===== src/rtl/shift_pkg.sv =====
// Shared constants for the universal shift register: MODE encodings.
package shift_pkg;

  localparam logic [1:0] HOLD = 2'b00;
  localparam logic [1:0] SHR  = 2'b01;
  localparam logic [1:0] SHL  = 2'b10;
  localparam logic [1:0] LOAD = 2'b11;

endpackage : shift_pkg


===== src/rtl/shift_reg_univ_dff_ar.sv =====
// Single bit cell: rising-edge D flip-flop with enable and async active-low reset to RST_VAL.
module dff_ar #(
  parameter logic RST_VAL = 1'b0
) (
  input  logic clk,
  input  logic rst_n,
  input  logic en,
  input  logic d,
  output logic q
);

  logic r_q;

  always_ff @(posedge clk or negedge rst_n) begin
    if (!rst_n) begin
      r_q <= RST_VAL;
    end else if (en) begin
      r_q <= d;
    end
  end

  assign q = r_q;

endmodule : dff_ar


===== src/rtl/shift_reg_univ.sv =====
// Universal shift register: hold / shift right / shift left / parallel load, with optional
// rotate, a saturating count of serial bits shifted in, and a one-cycle word-complete pulse.
module shift_reg_univ
  import shift_pkg::*;
#(
  parameter int               WIDTH     = 8,
  parameter logic [WIDTH-1:0] RESET_VAL = '0
) (
  input  logic                         CLK,
  input  logic                         RST_N,
  input  logic                         EN,
  input  logic                         CLR,
  input  logic [1:0]                   MODE,
  input  logic                         ROT,
  input  logic                         SIN_MSB,
  input  logic                         SIN_LSB,
  input  logic [WIDTH-1:0]             D,
  output logic [WIDTH-1:0]             Q,
  output logic                         SOUT_MSB,
  output logic                         SOUT_LSB,
  output logic [$clog2(WIDTH+1)-1:0]   CNT,
  output logic                         READY
);

  localparam int             CW       = $clog2(WIDTH + 1);
  localparam logic [CW-1:0]  CNT_MAX  = CW'(WIDTH);
  localparam logic [CW-1:0]  CNT_LAST = CW'(WIDTH - 1);

  logic [WIDTH-1:0] w_q;
  logic [WIDTH-1:0] w_d_next;
  logic             w_cell_en;
  logic             w_serial;
  logic [CW-1:0]    r_cnt;
  logic             r_ready;

  // Next-state bit mux; CLR overrides everything, EN gating is applied via the cell enable.
  always_comb begin
    w_d_next = w_q;
    unique case (MODE)
      SHR:     w_d_next = {(ROT ? w_q[0] : SIN_MSB), w_q[WIDTH-1:1]};
      SHL:     w_d_next = {w_q[WIDTH-2:0], (ROT ? w_q[WIDTH-1] : SIN_LSB)};
      LOAD:    w_d_next = D;
      default: w_d_next = w_q;
    endcase
    if (CLR) begin
      w_d_next = '0;
    end
  end

  assign w_cell_en = CLR | (EN & (MODE != HOLD));
  assign w_serial  = EN & ~ROT & ((MODE == SHR) | (MODE == SHL));

  for (genvar i = 0; i < WIDTH; i++) begin : g_cell
    dff_ar #(
      .RST_VAL (RESET_VAL[i])
    ) u_cell (
      .clk   (CLK),
      .rst_n (RST_N),
      .en    (w_cell_en),
      .d     (w_d_next[i]),
      .q     (w_q[i])
    );
  end

  // READY fires only on the WIDTH-1 -> WIDTH transition, never again while saturated.
  always_ff @(posedge CLK or negedge RST_N) begin
    if (!RST_N) begin
      r_cnt   <= '0;
      r_ready <= 1'b0;
    end else if (CLR) begin
      r_cnt   <= '0;
      r_ready <= 1'b0;
    end else begin
      r_ready <= 1'b0;
      if (EN && (MODE == LOAD)) begin
        r_cnt <= '0;
      end else if (w_serial && (r_cnt != CNT_MAX)) begin
        r_cnt   <= r_cnt + CW'(1);
        r_ready <= (r_cnt == CNT_LAST);
      end
    end
  end

  assign Q        = w_q;
  assign SOUT_MSB = w_q[WIDTH-1];
  assign SOUT_LSB = w_q[0];
  assign CNT      = r_cnt;
  assign READY    = r_ready;

endmodule : shift_reg_univ

===== config.mk =====
export PLATFORM = sky130hd
export DESIGN_NAME = shift_reg_univ
export DESIGN_NICKNAME = d
export VERILOG_FILES = /design/src/rtl/shift_pkg.sv /design/src/rtl/shift_reg_univ_dff_ar.sv /design/src/rtl/shift_reg_univ.sv
export SDC_FILE = /design/constraint.sdc
export NUM_CORES = 1
export LEC_CHECK = 0
export BUFFER_PORTS_ARGS = -buffer_cell sky130_fd_sc_hd__buf_4
export CAP_MARGIN = 15
export CORE_MARGIN = 2
export CORE_UTILIZATION = 48
export CTS_CLUSTER_SIZE = 8
export DETAILED_ROUTE_END_ITERATION = 8
export GPL_TIMING_DRIVEN = 0
export PLACE_DENSITY_LB_ADDON = 0.08
export SYNTH_ARGS = -nofsm -noshare
export SYNTH_HDL_FRONTEND = slang
export SYNTH_SLANG_ARGS = --single-unit

===== constraint.sdc =====
create_clock -name CLK -period 1.75 [get_ports CLK]
set_input_delay 0.35 -clock CLK [delete_from_list [all_inputs] [get_ports CLK]]
set_output_delay 0.35 -clock CLK [all_outputs]
set_load 0.02 [all_outputs]

==> results of run 1 <==
stage by stage:
stage                     utilization (%)  cell area [sq um]  power [mW]  hold slack (ns)
after detailed placement            67.16               1185      0.4690           0.2040
after floorplan                         -              920.9      0.4046          0.05441
final                               69.22               1221      0.6466           0.4372
after global placement              67.16               1185      0.4654           0.2024
after CTS                           69.22               1221      0.6525           0.4433
after global routing                69.22               1221      0.6886           0.4433
logic make-up after synthesis:
group,after synthesis,synth area share [%]
compound gates,32,29.76
simple gates,17,11.82
mux,2,2.445
fa+ha+maj,6,8.152
flops,13,35.33
buf+inv,19,12.50
area by class of cell:
class,instances,share of cell area (%)
multi-input combinational,57,39.34
sequential,13,26.64
timing repair buffer,32,19.88
buffer,12,7.275
tap,25,2.561
clock buffer,4,2.152
inverter,7,2.152
path summary, 6_finish.rpt:
check	slack, ns	depth (start not counted)	to
max in group asynchronous	1.15	2	g_cell[7].u_cell.q$_DFFE_PN0P_
worst max-delay path	0.25	5	CNT[2]$_DFFE_PN0P_
worst min-delay path	0.44	4	CNT[3]$_DFFE_PN0P_
worst max register to register	0.25	5	CNT[2]$_DFFE_PN0P_
worst min register to register	0.57	1	g_cell[1].u_cell.q$_DFFE_PN0P_
min in group asynchronous	0.45	2	CNT[2]$_DFFE_PN0P_
what timing repair did:
action                                 4_1_cts  5_1_grt
gates resized for setup                      0        0
endpoints found under the hold margin       13        0
hold buffers                                 1        0
routing by layer:
metal  vias up  share of wire, %
met2        30                50
met3         2               6.3
met5         -                 0
li1        394                 -
met1       388                43
met4         0              0.98
registers in the layout (all words and copies together) (netlist names):
name / flops
g_cell.u_cell.q: 8
CNT: 4
READY: 1
power groups by stage:
| stage | sequential (mW) | clock [mW] | combinational (mW) |
|---|---|---|---|
| 2_1_floorplan | 0.323 | 0 | 0.0816 |
| 3_3_place_gp | 0.321 | 0 | 0.144 |
| 3_5_place_dp | 0.321 | 0 | 0.148 |
| 4_1_cts | 0.315 | 0.187 | 0.150 |
| 5_1_grt | 0.317 | 0.208 | 0.164 |
| 6_report | 0.316 | 0.183 | 0.148 |
layout by cell type (no fill, tap or decap), types with 3 or more instances in the layout:
master,Yosys,layout
sky130_fd_sc_hd__a21oi_1,11,11
sky130_fd_sc_hd__a22o_1,7,7
sky130_fd_sc_hd__buf_4,9,40
sky130_fd_sc_hd__clkbuf_4,0,3
sky130_fd_sc_hd__dfrtp_1,13,13
sky130_fd_sc_hd__ha_1,6,6
sky130_fd_sc_hd__inv_1,6,6
sky130_fd_sc_hd__nand3_1,3,3
sky130_fd_sc_hd__nand3b_1,3,3
sky130_fd_sc_hd__o21ai_0,4,4
sky130_fd_sc_hd__o2bb2ai_2,8,8
worst reg2reg max path: cells and delay by family (launching register included):
| family | cells | cell delay, ns |
|---|---|---|
| and+or+nand+nor | 2 | 0.60 |
| DFF | 1 | 0.41 |
| adders and majority gates | 1 | 0.21 |
| AOI/OAI and AO/OA | 1 | 0.13 |
| buffers and inverters | 1 | 0.08 |
==> impl_metrics.env, run 1 <==
export IMPL_final_layout_size_suffix_gt1_share_pct=47.20
export IMPL_p_leak_nw=0.5975
export IMPL_post_route_drc_count=0
export IMPL_grt_setup_unrepaired="no"
export IMPL_synth_largest_type_area_fraction_pct=35.33
export IMPL_report_final_hold_viol_count=0
export IMPL_crit_slowest_cell="sky130_fd_sc_hd__dfrtp_1"
export IMPL_post_drt_wl_per_cell_um=12.96
export IMPL_hold_path_startpoint="CLR"
export IMPL_run_status="completed"
export IMPL_htree_num_levels=1
export IMPL_first_pass_iters=4
export IMPL_fin_crit_sh_pct=85.53
export IMPL_grtUsageMet2_pct=34.13
export IMPL_number_of_different_library_cells_in_the_post_synthesis_netlist=25
export IMPL_die_width_um=47.80
export IMPL_average_size_of_a_mapped_cell_sq_um=10.35
export IMPL_synth_commonest_cells="sky130_fd_sc_hd__dfrtp_1 (13), sky130_fd_sc_hd__a21oi_1 (11), sky130_fd_sc_hd__buf_4 (9)"
export IMPL_cts_tree="built"
export IMPL_hold_path_class="in2reg"
export IMPL_gp_congestion=0.7558
export IMPL_post_route_setup_tns_ns=0
export IMPL_yosysSeqAreaShare_pct=35.33
export IMPL_wirelength_mm=1.944
export IMPL_worst_r2r_startpoint="CNT[0]$_DFFE_PN0P_"
export IMPL_layout_setup_ws_ns=0.2532
export IMPL_placement_rows=15
export IMPL_power_switching_mw=0.1780
export IMPL_critical_path_required_ns=1.95
export IMPL_multiInputGateArea_sq_um=480.5
export IMPL_route_detailed_vias_per_inst=5.427
export IMPL_path_buf_inv=1
export IMPL_top_level_ports=32
export IMPL_cp_data_arrival_time_ns=1.70
export IMPL_clock_power_share_pct=28.3
export IMPL_ordered_list_of_cells_on_the_worst_path="inv_1 -> ha_1 -> and3b_1 -> or4_1 -> a21oi_1"
export IMPL_gr_max_usage_layer="met2"
export IMPL_ff_latch_area_sq_um=325.3
export IMPL_yosys_register_bits=13
export IMPL_largest_buffer_count_on_any_clock_path=2
export IMPL_worst_slew_pin_transition_ns=0.5230
export IMPL_n_fill_cell=157
export IMPL_critical_path_max_stage_delay_ns=0.41
export IMPL_combinational_share_of_power_pct=22.9
export IMPL_timing_setup_critical_path_class="reg2reg"
export IMPL_critPathMaxFanout=5
export IMPL_power_share_of_the_sequential_group_pct=48.8
export IMPL_synth_area_leader_cell="sky130_fd_sc_hd__dfrtp_1"
export IMPL_synth_edff_count=0
export IMPL_grt_first_pass_wirelength_mm=3.270
export IMPL_final_antenna_net_count=0
export IMPL_iteration_0_drc_markers=14
export IMPL_die_area_sq_um=2285
export IMPL_crit_family="simple AND/OR/NAND/NOR gates"
export IMPL_startpoint_type="flip-flop"
export IMPL_finish_net_count=149
export IMPL_finalNonFillerCells=150
export IMPL_grt_overflow=0
export IMPL_synth_yosys_warnings=0
export IMPL_p_sw_share_pct=27.52
export IMPL_portBuffers=31
export IMPL_most_numerous_cell_in_the_yosys_netlist="sky130_fd_sc_hd__dfrtp_1"
export IMPL_floorplan_initialDensity_pct=52.20
export IMPL_num_antenna_cells=0
export IMPL_layout_min_cycle_time_ns=1.497
export IMPL_setup_viol=0
export IMPL_globalRouteTotalUtil_pct=20.87
export IMPL_maxSlewHeadroom_pct=65.01
export IMPL_clk_latency_ns=0.27
export IMPL_cts_root_buf="sky130_fd_sc_hd__clkbuf_4"
export IMPL_maxClockFrequency_ghz=0.6681
export IMPL_syn_num_nets=112
export IMPL_areaGrowthSynthToFinish_pct=32.61
export IMPL_critical_path_startpoint="CNT[0]$_DFFE_PN0P_"
export IMPL_clock_sink_count=13
export IMPL_async_reset_ff_share_pct=100.0
export IMPL_max_cap_violations=0
export IMPL_p_int_mw=0.4686
export IMPL_final_max_slew_violation_count=0
export IMPL_number_of_vias_after_detailed_routing=814
export IMPL_synth_top_cells_by_area="sky130_fd_sc_hd__dfrtp_1 (35%), sky130_fd_sc_hd__o2bb2ai_2 (13%), sky130_fd_sc_hd__ha_1 (8.2%)"
export IMPL_fin_skew_ns=0.0005750
export IMPL_die_h_um=47.80
export IMPL_netlist_instances=89
export IMPL_use_met3_pct=6.792
export IMPL_grt_util_met1_pct=25.41
export IMPL_postCtsSetupRepairBufs=0
export IMPL_placeable_core_region_sq_um=1764
export IMPL_timing_critical_path_to_type="flip-flop"
export IMPL_dp_cells=145
export IMPL_power_per_cell_area_nw_per_um2=529.5
export IMPL_ys_dominant_reg_cell="sky130_fd_sc_hd__dfrtp_1"
export IMPL_numCtsBuffers=3
export IMPL_dpl_worst_slack_ns=0.01828
export IMPL_clkTransAtPathRegs_ns=0.07
export IMPL_cell_area_after_synthesis_sq_um=920.9
export IMPL_number_of_antenna_violations_at_the_first_check_in_global_routing=0
export IMPL_peakVddDrop_mv=0.5504
export IMPL_grt_start_max_net_pins=14
export IMPL_first_global_vias=758
No activity file was read; power rests on OpenSTA's default activity.
==> run 2: changes to the inputs <==
--- a/config.mk
+++ b/config.mk
@@ -5,10 +5,11 @@
 export SDC_FILE = /design/constraint.sdc
 export NUM_CORES = 1
 export LEC_CHECK = 0
+export ABC_AREA = 1
 export BUFFER_PORTS_ARGS = -buffer_cell sky130_fd_sc_hd__buf_4
 export CAP_MARGIN = 15
 export CORE_MARGIN = 2
-export CORE_UTILIZATION = 48
+export CORE_UTILIZATION = 49
 export CTS_CLUSTER_SIZE = 8
 export DETAILED_ROUTE_END_ITERATION = 8
 export GPL_TIMING_DRIVEN = 0
==> impl_metrics.env, run 2 <==
export IMPL_placeable_core_region_sq_um=1922
export IMPL_floorplan_initialDensity_pct=50.85
export IMPL_dp_hpwl_mm=1.646
export IMPL_num_antenna_cells=0
export IMPL_synth_edff_count=0
export IMPL_first_global_vias=907
export IMPL_gp_congestion=0.8254
export IMPL_first_pass_iters=4
export IMPL_finish_net_count=198
export IMPL_finalHoldWorstSlack_ns=0.3865
export IMPL_die_h_um=48.66
export IMPL_synth_commonest_cells="sky130_fd_sc_hd__nand2_1 (61), sky130_fd_sc_hd__inv_1 (14), sky130_fd_sc_hd__dfrtp_1 (13)"
export IMPL_power_per_cell_area_nw_per_um2=523.8
export IMPL_async_reset_ff_share_pct=100.0
export IMPL_run_status="completed"
export IMPL_areaGrowthSynthToFinish_pct=30.99
export IMPL_number_of_different_library_cells_in_the_post_synthesis_netlist=19
export IMPL_netlist_instances=138
export IMPL_placement_rows=16
export IMPL_timing_critical_path_to_type="output port"
export IMPL_top_level_ports=32
export IMPL_number_of_antenna_violations_at_the_first_check_in_global_routing=0
export IMPL_timing_setup_critical_path_class="reg2out"
export IMPL_most_numerous_cell_in_the_yosys_netlist="sky130_fd_sc_hd__nand2_1"
export IMPL_layout_min_cycle_time_ns=1.338
export IMPL_grt_overflow=0
export IMPL_average_size_of_a_mapped_cell_sq_um=7.081
export IMPL_die_width_um=48.66
export IMPL_maxSlewHeadroom_pct=77.18
export IMPL_iteration_0_drc_markers=13
export IMPL_startpoint_type="flip-flop"
export IMPL_max_cap_violations=0
export IMPL_maxClockFrequency_ghz=0.7475
export IMPL_synth_area_leader_cell="sky130_fd_sc_hd__dfrtp_1"
export IMPL_grt_first_pass_wirelength_mm=3.774
export IMPL_post_route_drc_count=0
export IMPL_grt_setup_unrepaired="no"
export IMPL_final_max_slew_violation_count=0
export IMPL_final_antenna_net_count=0
export IMPL_ys_dominant_reg_cell="sky130_fd_sc_hd__dfrtp_1"
export IMPL_grt_start_max_net_pins=14
export IMPL_globalRouteTotalUtil_pct=19.93
export IMPL_clock_sink_count=13
export IMPL_numCtsBuffers=3
export IMPL_report_final_hold_viol_count=0
export IMPL_syn_num_nets=161
export IMPL_final_layout_size_suffix_gt1_share_pct=29.31
export IMPL_die_area_sq_um=2367
export IMPL_worst_slew_pin_transition_ns=0.3412
export IMPL_final_common_cell="sky130_fd_sc_hd__nand2_1"
export IMPL_setup_viol=0
export IMPL_critPathMaxFanout=4
export IMPL_route_detailed_vias_per_inst=4.826
export IMPL_clk_latency_ns=0.28
export IMPL_peakVddDrop_mv=0.3431
export IMPL_wirelength_mm=2.053
export IMPL_number_of_vias_after_detailed_routing=970
export IMPL_yosys_register_bits=13
export IMPL_htree_num_levels=1
export IMPL_cts_root_buf="sky130_fd_sc_hd__clkbuf_4"
export IMPL_synth_yosys_warnings=0
export IMPL_critical_path_required_ns=1.40
export IMPL_fin_crit_sh_pct=76.44
export IMPL_yosysSeqAreaShare_pct=33.29
export IMPL_p_leak_nw=0.7258
export IMPL_fin_skew_ns=0.01174
export IMPL_cts_tree="built"
export IMPL_layout_cells_most_common_list="sky130_fd_sc_hd__nand2_1 (61), sky130_fd_sc_hd__buf_4 (39), sky130_fd_sc_hd__inv_1 (14), sky130_fd_sc_hd__dfrtp_1 (13)"
export IMPL_post_drt_wl_per_cell_um=10.21
export IMPL_synth_largest_type_area_fraction_pct=33.29
export IMPL_largest_buffer_count_on_any_clock_path=2
export IMPL_portBuffers=31
export IMPL_clkTransAtPathRegs_ns=0.09
export IMPL_cell_area_after_synthesis_sq_um=977.2
export IMPL_flip_flop_count_of_the_largest_register_all_copies_and_words_added=8
export IMPL_synth_top_cells_by_area="sky130_fd_sc_hd__dfrtp_1 (33%), sky130_fd_sc_hd__nand2_1 (23%), sky130_fd_sc_hd__ha_1 (7.7%)"
export IMPL_hold_path_class="in2reg"
export IMPL_cp_data_arrival_time_ns=0.99
export IMPL_post_route_setup_tns_ns=0
## run 2: cell count changes after synthesis, sizes merged, moves of 3 or more
cell and delta:
nand2 +60, nor2 +13, a21oi -9, inv +8, o2bb2ai -8, a22o -7
nand3 +7, o21ai -4, nand3b -3
## run 2: kinds of logic (layout without fill, tap and decap cells)
family,count (synthesis),in the layout,share of synthesized area (%)
buffers and inverters,25,61,14.08
DFF,13,13,33.29
adders and majority gates,6,6,7.682
AOI/OAI and AO/OA,4,4,2.560
and+or+nand+nor,90,90,42.38
## run 2: power breakdown
group / leakage [nW] / internal, mW / switching [mW]
clock: 0.0150 / 0.0883 / 0.103
sequential: 0.180 / 0.307 / 0.00780
combinational: 0.531 / 0.0749 / 0.0901
## run 2: area by class of cell
type | instances | area [sq um]
fillers | 187 | 641.9
multi-input cells | 100 | 514.2
flip-flops and latches | 13 | 325.3
repair buffers | 32 | 242.7
plain buffers | 10 | 76.32
inverters | 15 | 61.31
well taps | 27 | 33.78
clock buffers | 4 | 26.28
## run 2: path summary, 6_finish.rpt
path / from / endpoint / slack, ns / cells past startpoint
setup / recovery: g_cell[7].u_cell.q$_DFFE_PN0P_ / Q[7] / 0.41 / 2
hold / removal: D[2] / g_cell[2].u_cell.q$_DFFE_PN0P_ / 0.39 / 5
setup reg to reg: CNT[0]$_DFFE_PN0P_ / CNT[0]$_DFFE_PN0P_ / 0.42 / 6
hold reg to reg: CNT[3]$_DFFE_PN0P_ / READY$_DFF_PN0_ / 0.49 / 1
max in group asynchronous: RST_N / CNT[3]$_DFFE_PN0P_ / 1.13 / 2
min in group asynchronous: RST_N / g_cell[0].u_cell.q$_DFFE_PN0P_ / 0.45 / 2
## run 2: repair_timing
item,CTS,global route
setup endpoints to repair,0,0
resized for setup,0,0
buffers inserted,0,0
endpoints found under the hold margin,13,0
hold buffers,1,0
## run 2: critical path: stages, from the launching register on
cell,delay (ns)
sky130_fd_sc_hd__dfrtp_1,0.42
sky130_fd_sc_hd__buf_4,0.14
sky130_fd_sc_hd__buf_4,0.14
## run 2: per-layer routing
metal	global-route usage (%)	wire, um	part of all wire (%)
met1	22.73	827	40
met2	36.76	1108	54
met3	3.704	101	4.9
met4	7.143	15	0.73
met5	0	0	0
## run 2: metrics by stage
stage	total power, mW	setup slack, ns	utilization [%]	cells	instance area, sq um
3_3_place_gp	0.4832	0.2111	64.71	196	1244
4_1_cts	0.6782	0.4116	66.60	201	1280
6_report	0.6705	0.4122	66.60	201	1280
5_1_grt	0.7114	0.3065	66.60	201	1280
2_1_floorplan	0.4175	0.4406	-	138	977.2
3_5_place_dp	0.4856	0.1632	64.71	196	1244
==> run 3: changes to the inputs <==
--- a/config.mk
+++ b/config.mk
@@ -5,11 +5,11 @@
 export SDC_FILE = /design/constraint.sdc
 export NUM_CORES = 1
 export LEC_CHECK = 0
-export ABC_AREA = 1
+export ABC_AREA = 0
 export BUFFER_PORTS_ARGS = -buffer_cell sky130_fd_sc_hd__buf_4
 export CAP_MARGIN = 15
 export CORE_MARGIN = 2
-export CORE_UTILIZATION = 49
+export CORE_UTILIZATION = 48
 export CTS_CLUSTER_SIZE = 8
 export DETAILED_ROUTE_END_ITERATION = 8
 export GPL_TIMING_DRIVEN = 0
==> constraint.sdc (replaced) <==
create_clock -name CLK -period 1.36 [get_ports CLK]
set_input_delay 0.272 -clock CLK [delete_from_list [all_inputs] [get_ports CLK]]
set_output_delay 0.272 -clock CLK [all_outputs]
set_load 0.02 [all_outputs]
==> impl_metrics.env, run 3 (synthesis gave the netlist of run 1 again) <==
export IMPL_maxSlewHeadroom_pct=76.75
export IMPL_startpoint_type="flip-flop"
export IMPL_cts_root_buf="sky130_fd_sc_hd__clkbuf_4"
export IMPL_hold_path_class="in2async"
export IMPL_layout_min_cycle_time_ns=1.397
export IMPL_grt_setup_unrepaired="yes"
export IMPL_layout_cells_most_common_list="sky130_fd_sc_hd__buf_4 (45), sky130_fd_sc_hd__dfrtp_1 (11), sky130_fd_sc_hd__a21oi_1 (11), sky130_fd_sc_hd__o2bb2ai_2 (8), sky130_fd_sc_hd__a22o_1 (7)"
export IMPL_largest_buffer_count_on_any_clock_path=2
export IMPL_report_final_hold_viol_count=0
export IMPL_route_detailed_vias_per_inst=5.269
export IMPL_iteration_0_drc_markers=2
export IMPL_use_met3_pct=4.906
export IMPL_final_common_cell="sky130_fd_sc_hd__buf_4"
export IMPL_post_route_drc_count=0
export IMPL_grtUsageMet2_pct=36.80
export IMPL_die_width_um=47.80
export IMPL_placeable_core_region_sq_um=1764
export IMPL_globalRouteTotalUtil_pct=21.00
export IMPL_final_layout_size_suffix_gt1_share_pct=57.25
export IMPL_peakVddDrop_mv=0.4212
export IMPL_crit_slowest_cell="sky130_fd_sc_hd__dfrtp_2"
export IMPL_critical_path_max_stage_delay_ns=0.40
export IMPL_failed_checks="setup timing"
export IMPL_dp_cells=145
export IMPL_placed_area_sq_um=1196
export IMPL_p_leak_nw=0.6263
export IMPL_grt_overflow=0
export IMPL_maxClockFrequency_ghz=0.7157
export IMPL_floorplan_initialDensity_pct=52.20
export IMPL_first_global_vias=798
export IMPL_finalNonFillerCells=156
export IMPL_post_layout_total_power_mw=0.8631
export IMPL_timing_critical_path_to_type="flip-flop"
export IMPL_ordered_list_of_cells_on_the_worst_path="inv_2 -> ha_4 -> and3b_2 -> or4_1 -> a21oi_1"
export IMPL_gr_max_usage_layer="met2"
export IMPL_grt_util_met1_pct=25.35
export IMPL_areaGrowthSynthToFinish_pct=40.90
export IMPL_gp_congestion=0.7399
export IMPL_final_max_slew_violation_count=0
export IMPL_finish_net_count=155
export IMPL_wirelength_mm=2.103
export IMPL_stdcell_area_sq_um=1297
export IMPL_clock_sink_count=13
export IMPL_layout_setup_ws_ns=-0.03719
export IMPL_fin_crit_sh_pct=102.7
export IMPL_critical_path_required_ns=1.56
export IMPL_portBuffers=31
export IMPL_clk_latency_ns=0.27
export IMPL_num_antenna_cells=0
export IMPL_die_h_um=47.80
export IMPL_grt_first_pass_wirelength_mm=3.339
export IMPL_power_per_cell_area_nw_per_um2=665.2
export IMPL_number_of_antenna_violations_at_the_first_check_in_global_routing=0
export IMPL_timing_setup_critical_path_class="reg2reg"
export IMPL_cts_tree="built"
export IMPL_fin_skew_ns=0.0009808
export IMPL_htree_num_levels=1
export IMPL_number_of_vias_after_detailed_routing=822
export IMPL_grt_start_max_net_pins=14
export IMPL_clkTransAtPathRegs_ns=0.09
export IMPL_critPathMaxFanout=4
export IMPL_die_area_sq_um=2285
export IMPL_max_cap_violations=0
export IMPL_n_fill_cell=144
export IMPL_cp_data_arrival_time_ns=1.60
export IMPL_placement_rows=15
export IMPL_setup_viol=1
export IMPL_first_pass_iters=4
export IMPL_top_level_ports=32
export IMPL_numCtsBuffers=3
export IMPL_run_status="finished with violations"
export IMPL_post_drt_wl_per_cell_um=13.48
export IMPL_final_antenna_net_count=0
export IMPL_flip_flop_count_of_the_largest_register_all_copies_and_words_added=8
export IMPL_worst_slew_pin_transition_ns=0.3484
-- run 3: changes by cell type in the layout (fill, tap and decap cells not counted), sizes merged, moves of 8 or more --
cell     before  now
nor2         14    1
buf          41   49
a21oi         2   11
o2bb2ai       0    8
inv          15    7
nand2        62    2
-- run 3: area by class of cell --
| cell class | count | area [sq um] | area share (%) |
|---|---|---|---|
| multi-input combinational | 57 | 505.5 | 38.96 |
| clock buffer | 4 | 26.28 | 2.025 |
| sequential | 13 | 327.8 | 25.27 |
| tap | 25 | 31.28 | 2.411 |
| timing repair buffer | 38 | 287.8 | 22.18 |
| inverter | 7 | 26.28 | 2.025 |
| buffer | 12 | 92.59 | 7.136 |
-- run 3: routing by layer --
| metal | vias up | routed length [um] |
|---|---|---|
| li1 | 405 | - |
| met1 | 385 | 881 |
| met2 | 30 | 1083 |
| met3 | 2 | 124 |
| met4 | 0 | 13 |
| met5 | - | 0 |
-- run 3: through the flow --
stage | hold WS, ns | TNS (ns) | worst slack (ns) | util, %
after CTS | 0.3794 | -0.06300 | -0.04479 | 71.35
final | 0.3744 | -0.03719 | -0.03719 | 73.55
after global placement | 0.1242 | -2.197 | -0.2677 | 67.80
after global routing | 0.3810 | -0.1937 | -0.1039 | 73.55
after floorplan | -0.02359 | -0.05522 | -0.05522 | -
after detailed placement | 0.1258 | -2.481 | -0.3084 | 67.80
-- run 3: power by group --
part	switching, mW	internal [mW]	leakage [nW]	total, mW
Sequential	0.0118	0.395	0.177	0.406
Clock	0.131	0.113	0.0150	0.244
Combinational	0.105	0.108	0.434	0.213
-- run 3: worst paths after layout --
check                                                from                              to  slack [ns]  depth (start not counted)
max                                    CNT[0]$_DFFE_PN0P_              CNT[2]$_DFFE_PN0P_       -0.04                          5
min                                                 RST_N              CNT[2]$_DFFE_PN0P_        0.37                          2
max reg2reg                            CNT[0]$_DFFE_PN0P_              CNT[2]$_DFFE_PN0P_       -0.04                          5
min reg2reg                g_cell[4].u_cell.q$_DFFE_PN0P_  g_cell[4].u_cell.q$_DFFE_PN0P_        0.56                          1
max in group asynchronous                           RST_N              CNT[1]$_DFFE_PN0P_        0.81                          2
min in group CLK                                     D[6]  g_cell[6].u_cell.q$_DFFE_PN0P_        0.38                          4
-- run 3: what timing repair did --
action,CTS,global route
pin swaps,1,1
hold buffers,1,0
setup buffers,2,4
setup endpoints to repair,2,12
hold endpoints to repair,13,0
resized for setup,2,3
-- run 3: critical path: cells and delay by family, from the launching register on --
kind | cells | cell delay [ns]
buffers and inverters | 1 | 0.06
adders and majority gates | 1 | 0.15
DFF | 1 | 0.40
and+or+nand+nor | 2 | 0.59
AOI/OAI and AO/OA | 1 | 0.13
